**src/rtl/scan_decoder_pkg.sv**
```systemverilog
// ----------------------------------------------------------------------------
// scan_decoder_pkg
//   Shared types for the scan_decoder block.
//   mode_t  : request mode carried on the 2-bit mode input.
//   state_t : control FSM states.
//   state_ready() : which states can accept a new request.
// ----------------------------------------------------------------------------
package scan_decoder_pkg;

    typedef enum logic [1:0] {
        MODE_LEVEL = 2'd0,
        MODE_PULSE = 2'd1,
        MODE_SCAN  = 2'd2,
        MODE_RSVD  = 2'd3
    } mode_t;

    typedef enum logic [1:0] {
        ST_IDLE  = 2'd0,
        ST_LEVEL = 2'd1,
        ST_PULSE = 2'd2,
        ST_SCAN  = 2'd3
    } state_t;

    // IDLE and LEVEL are the only states that take a new request.
    function automatic logic state_ready(state_t s);
        return (s == ST_IDLE) || (s == ST_LEVEL);
    endfunction

endpackage

```
**src/rtl/scan_decoder_onehot.sv**
```systemverilog
// ----------------------------------------------------------------------------
// onehot_decode
//   Combinational index -> one-hot decoder. An index >= WIDTH (possible when
//   WIDTH is not a power of two) decodes to all zeros.
// Ports:
//   idx    in   ADDR_SIZE  index to decode
//   onehot out  WIDTH      one-hot result, or zero when idx is out of range
// ----------------------------------------------------------------------------
module onehot_decode #(
    parameter int WIDTH     = 16,
    parameter int ADDR_SIZE = $clog2(WIDTH)
) (
    input  logic [ADDR_SIZE-1:0] idx,
    output logic [WIDTH-1:0]     onehot
);

    always_comb begin
        onehot = '0;
        for (int i = 0; i < WIDTH; i++) begin
            onehot[i] = (idx == ADDR_SIZE'(i));
        end
    end

endmodule

```
**src/rtl/scan_decoder.sv**
```systemverilog
// ----------------------------------------------------------------------------
// scan_decoder
//   Registered one-hot select generator with a load/ready handshake and three
//   modes: LEVEL (hold a decoded select), PULSE (one-cycle strobe) and SCAN
//   (sweep every output, SCAN_HOLD cycles each).
// Optional feature: define SCAN_DECODER_ERR_EN to add the 'err' output, which
//   pulses for one cycle when a reserved mode or an out-of-range LEVEL/PULSE
//   select is accepted.
// Ports:
//   clk      in   1          rising-edge clock
//   reset    in   1          asynchronous active-high reset
//   enable   in   1          output gate (0 forces out=0, FSM keeps running)
//   load     in   1          request valid, taken when load & ready
//   ready    out  1          block can accept a request
//   mode     in   2          0=LEVEL 1=PULSE 2=SCAN 3=reserved (acts as LEVEL)
//   sel      in   ADDR_SIZE  target index for LEVEL/PULSE
//   out      out  WIDTH      registered one-hot select gated by enable
//   cur_sel  out  ADDR_SIZE  index currently driven (0 when nothing is driven)
//   done     out  1          one-cycle pulse at the end of a PULSE or SCAN
//   err      out  1          (SCAN_DECODER_ERR_EN only) bad-request pulse
// ----------------------------------------------------------------------------
module scan_decoder
    import scan_decoder_pkg::*;
#(
    parameter int WIDTH     = 16,
    parameter int ADDR_SIZE = $clog2(WIDTH),
    parameter int SCAN_HOLD = 4
) (
    input  logic                 clk,
    input  logic                 reset,
    input  logic                 enable,
    input  logic                 load,
    output logic                 ready,
    input  logic [1:0]           mode,
    input  logic [ADDR_SIZE-1:0] sel,
    output logic [WIDTH-1:0]     out,
    output logic [ADDR_SIZE-1:0] cur_sel,
    output logic                 done
`ifdef SCAN_DECODER_ERR_EN
    ,
    output logic                 err
`endif
);

    localparam int                   HOLD_W    = $clog2(SCAN_HOLD + 1);
    localparam logic [ADDR_SIZE-1:0] LAST_IDX  = ADDR_SIZE'(WIDTH - 1);
    localparam logic [HOLD_W-1:0]    LAST_HOLD = HOLD_W'(SCAN_HOLD - 1);

    state_t                 state_q, state_d;
    logic [WIDTH-1:0]       out_q, out_d;
    logic [ADDR_SIZE-1:0]   cur_sel_q, cur_sel_d;
    logic [ADDR_SIZE-1:0]   idx_q, idx_d;
    logic [HOLD_W-1:0]      hold_q, hold_d;
    logic                   done_q, done_d;
    logic                   ready_q, ready_d;

    mode_t                  req_mode;
    logic                   accept;
    logic [ADDR_SIZE-1:0]   dec_idx;
    logic [ADDR_SIZE-1:0]   dec_sel;
    logic [WIDTH-1:0]       dec_onehot;

    assign req_mode = mode_t'(mode);
    assign accept   = load & ready_q;

    // Next state and scan counters.
    always_comb begin
        // NOTE: every output of a combinational block gets a default first,
        // so no path leaves a value unassigned and no latch is inferred.
        state_d = state_q;
        idx_d   = idx_q;
        hold_d  = hold_q;
        if (accept) begin
            case (req_mode)
                MODE_PULSE: state_d = ST_PULSE;
                MODE_SCAN: begin
                    state_d = ST_SCAN;
                    idx_d   = '0;
                    hold_d  = '0;
                end
                default:    state_d = ST_LEVEL;  // LEVEL and reserved
            endcase
        end else begin
            case (state_q)
                ST_PULSE: state_d = ST_IDLE;
                ST_SCAN: begin
                    // Terminal compares on both counters: the index never wraps.
                    if (hold_q == LAST_HOLD) begin
                        if (idx_q == LAST_IDX) begin
                            state_d = ST_IDLE;
                        end else begin
                            idx_d  = idx_q + ADDR_SIZE'(1);
                            hold_d = '0;
                        end
                    end else begin
                        hold_d = hold_q + HOLD_W'(1);
                    end
                end
                default: ;
            endcase
        end
    end

    // Single decoder, fed by the scan index while sweeping, else by sel.
    assign dec_idx = (state_d == ST_SCAN) ? idx_d : sel;
    assign dec_sel = (|dec_onehot) ? dec_idx : '0;

    onehot_decode #(
        .WIDTH     (WIDTH),
        .ADDR_SIZE (ADDR_SIZE)
    ) u_decode (
        .idx    (dec_idx),
        .onehot (dec_onehot)
    );

    // Registered outputs for the coming cycle.
    always_comb begin
        out_d     = out_q;
        cur_sel_d = cur_sel_q;
        case (state_d)
            ST_IDLE: begin
                out_d     = '0;
                cur_sel_d = '0;
            end
            ST_LEVEL: begin
                // A held LEVEL only changes on a new accepted request.
                if (accept) begin
                    out_d     = dec_onehot;
                    cur_sel_d = dec_sel;
                end
            end
            default: begin
                out_d     = dec_onehot;
                cur_sel_d = dec_sel;
            end
        endcase
        done_d  = (state_d == ST_PULSE) ||
                  ((state_d == ST_SCAN) && (idx_d == LAST_IDX) && (hold_d == LAST_HOLD));
        ready_d = state_ready(state_d);
    end

`ifdef SCAN_DECODER_ERR_EN
    logic err_q, err_d;
    logic sel_bad;
    localparam logic [ADDR_SIZE:0] WIDTH_EXT = (ADDR_SIZE + 1)'(WIDTH);

    // Extra bit so the compare also works when WIDTH == 2**ADDR_SIZE.
    assign sel_bad = ({1'b0, sel} >= WIDTH_EXT);
    assign err_d   = accept && ((req_mode == MODE_RSVD) ||
                     (((req_mode == MODE_LEVEL) || (req_mode == MODE_PULSE)) && sel_bad));
    assign err     = err_q;
`endif

    // NOTE: state registers use non-blocking assignments so every flop
    // samples its _d value from before the edge, independent of block order.
    always_ff @(posedge clk or posedge reset) begin
        if (reset) begin
            state_q   <= ST_IDLE;
            out_q     <= '0;
            cur_sel_q <= '0;
            idx_q     <= '0;
            hold_q    <= '0;
            done_q    <= 1'b0;
            ready_q   <= 1'b1;
`ifdef SCAN_DECODER_ERR_EN
            err_q     <= 1'b0;
`endif
        end else begin
            state_q   <= state_d;
            out_q     <= out_d;
            cur_sel_q <= cur_sel_d;
            idx_q     <= idx_d;
            hold_q    <= hold_d;
            done_q    <= done_d;
            ready_q   <= ready_d;
`ifdef SCAN_DECODER_ERR_EN
            err_q     <= err_d;
`endif
        end
    end

    // Gate is after the register so internal state keeps running when low.
    assign out     = out_q & {WIDTH{enable}};
    assign cur_sel = cur_sel_q;
    assign done    = done_q;
    assign ready   = ready_q;

endmodule

```
**config.mk**
```make
export PLATFORM = sky130hd
export DESIGN_NAME = scan_decoder
export DESIGN_NICKNAME = d
export VERILOG_FILES = /design/src/rtl/scan_decoder_pkg.sv /design/src/rtl/scan_decoder_onehot.sv /design/src/rtl/scan_decoder.sv
export SDC_FILE = /design/constraint.sdc
export NUM_CORES = 1
export LEC_CHECK = 0
export ABC_AREA = 1
export CAP_MARGIN = 20
export CORE_MARGIN = 2
export CORE_UTILIZATION = 35
export DETAILED_ROUTE_END_ITERATION = 12
export PLACE_DENSITY = 0.68
export SLEW_MARGIN = 20
export SYNTH_ARGS = -nofsm -noshare
export SYNTH_HDL_FRONTEND = slang
export SYNTH_SLANG_ARGS = --single-unit
```
**constraint.sdc**
```tcl
create_clock -name clk -period 1.75 [get_ports clk]
set_input_delay 0.175 -clock clk [delete_from_list [all_inputs] [get_ports clk]]
set_output_delay 0.175 -clock clk [all_outputs]
set_load 0.1 [all_outputs]
```
==> out/metrics.yaml <==
worst_setup_path:
  worstPathArrival_ps: 2120
  worst_path_most_repeated_cell: "nand2_8"
  max_stage_delay_ps: 650
  end_kind: "flop"
  critical_path_class: "reg2reg"
  cp_max_fo: 4
  startpoint_type: "flop"
  path_cells: "nand2_8, or2_4, nand2_8, inv_2, a21oi_4, inv_4, nor2_4, nand3_2, nand2_1"
  ff2ff_setup_slack_ps: -140
  slowest_stage: "dfstp_4"
  required_ps: 1980
clock_network:
  cts_hold_buf: 0
  clk_latency_ps: 290
  clock_sinks: 31
  cts.path.max_buffers: 2
  cts_tree: "done"
  numCtsBuffers: 5
  clkTransAtPathRegs_ps: 70
  htree_levels: 2
  root_buffer: "clkbuf_8"
run_status:
  status: "finished with violations"
  violations: "setup timing"
grt:
  grt_pass1_vias: 1906
  track_usage_pct: 18.2
  grt_max_degree: 32
  overflow: 0
  antenna_found_initial: 0
  grt_pass1_wl_um: 8870
floorplanning:
  core-area_um2: 5440
  die_w_um: 78.5
  chipHeight_um: 78.5
  num_io_pins: 32
  floorplan.initialDensity_pct: 35.7
  die_area_um2: 6160
  std_cell_rows: 27
sta:
  finalCritPeriodShare_pct: 108
  tightest_slew_ps: 399
  fin_skew_ps: 2.44
  rsz0062_at_grt: "yes"
  max-slew-margin-rel_pct: 73.4
  setup_viol: 20
  layout_min_cycle_time_ps: 1890
  tns_ps: -1880
  hold-worst-slack_ps: 280
  hold_viol: 0
  fin_ws_ps: -140
  maxSlewViolCount: 0
  fmax_mhz: 529
logic_synthesis:
  synthTopCellsByArea: "dfrtp_1 39%, nand2_1 21%, inv_1 7.5%, nand3_1 4.6%, nand2_2 4.5%"
  synth_most_common_cell: "nand2_1"
  synth_common_cells: "107 x nand2_1, 39 x inv_1, 30 x dfrtp_1, 18 x nand3_1, 14 x nand2_2"
  ys_types: 26
  ys_seq_area_share_pct: 40.0
  ys_ff_latch: 31
  yosys_warnings: 0
  synth_area_um2: 1940
  yosysTopAreaCell: "dfrtp_1"
  synth.net_count: 280
  synth_top_flop_cell: "dfrtp_1"
  synthCells: 266
  synth_edf_count: 0
  syn_avg_cell_area_um2: 7.30
  synth_async_sr_flop_share_pct: 100
  yosysTopAreaCellShare_pct: 38.7
detailed_routing:
  drc: 0
  drt-total-wl_um: 5490
  wl_per_cell_um: 13.1
  vias: 1955
  dr.pass1.iters: 4
  vias_per_cell: 4.65
  drtIter0Drc: 106
  ant_nets: 0
pwr:
  leakagePower_nw: 1.77
  p_per_area_nw_per_um2: 1840
  ir_drop_uv: 1380
  total_power_mw: 6.07
layout:
  fill_cells: 419
  finalNetCount: 361
  drive_above_1_share_pct: 46.8
  syn_to_final_growth_pct: 70.5
  final_area_um2: 3310
  antennaDiodeCount: 0
  multi_input_area_um2: 1230
  final_util_pct: 60.8
  seq_area_um2: 781
hold_path:
  hold_class: "in2async"
placed_design:
  place_congestion: 0.857
  hpwl_um: 3410
  numPortBuffers: 31
  dpl_cell_area_um2: 2750
flow_run:
  maxCapViolCount: 0
layer usage:
metal  track usage [%]  share of wire [%]  up-vias
li1                  -                  -      956
met1              23.6                 44      912
met2              29.8                 49       73
met3              2.87                4.8       14
met4              8.60                2.4        0
met5                 0                  0        -
flip-flops by register name (all words and copies together), names as in the netlist:
name     cells
done         1
state_q      2
out_q       16
ready        1
hold_q       3
idx_q        4
cur_sel      4
critical path, delay by kind of cell, from the launching register on:
family / cells / cell delay (ps)
DFF: 1 / 650
AOI/OAI and AO/OA: 1 / 250
buffers and inverters: 2 / 140
and+or+nand+nor: 6 / 780
through the flow:
stage               worst slack [ps]  std cells
detailed placement              -383        394
global route                    -245        420
finish                          -140        420
floorplan                       -136        266
global placement                -362        394
CTS                            -63.8        413
cells by family after synthesis:
family                   Yosys count  synth area share [%]
flip-flops                        31                  40.0
buffers and inverters             51                  11.1
adder cells (fa/ha/maj)            4                  2.58
AND/OR/NAND/NOR                  171                  42.5
AO/OA/AOI/OAI                      9                  3.80
cell type report:
class                   instances  share of cell area [%]
repair buffers                 79                    26.9
flip-flops and latches         31                    23.6
clock buffers                   6                    2.50
well taps                      72                    2.72
multi-input cells             184                    37.3
clock inverters                 2                    1.06
inverters                      46                    5.98
cells in the final DEF, fill, tap and decap left out, types with 2 or more instances in the layout:
cell type,instances
a21oi_1,2
buf_12,18
buf_4,43
buf_6,8
clkbuf_8,6
clkdlybuf4s50_1,8
dfrtp_1,30
ha_1,2
inv_1,37
inv_2,5
nand2_1,85
nand2_2,24
nand2_4,14
nand2_8,5
nand3_1,8
nand3_2,8
nand3_4,2
nand4_1,4
nor2_1,6
nor2_2,5
nor2_4,7
o21ai_4,2
report_power, final:
group | switching [mW] | internal, mW | total, mW | leakage (nW)
sequential | 0.198 | 0.985 | 1.18 | 0.409
combinational | 2.57 | 1.58 | 4.15 | 1.30
clock | 0.278 | 0.460 | 0.738 | 0.0612
total | 3.05 | 3.02 | 6.07 | 1.77
worst paths after layout:
| path | start | end | cells after the start |
|---|---|---|---|
| max in group asynchronous | reset | ready | 3 |
| max reg2reg | ready | out_q[2] | 9 |
| min in group clk | out_q[12] | out_q[12] | 2 |
| min | reset | out_q[3] | 3 |
| min reg2reg | out_q[12] | out_q[12] | 2 |
| max | ready | out_q[2] | 9 |
repair_timing:
action / in CTS / in global routing
pin swaps: 24 / 29
setup buffers: 10 / 8
endpoints found under the setup margin: 19 / 21
gates resized for setup: 35 / 38
hold endpoints to repair: 0 / 0
cloned: 1 / 0
No activity file was read; power rests on OpenSTA's default activity.
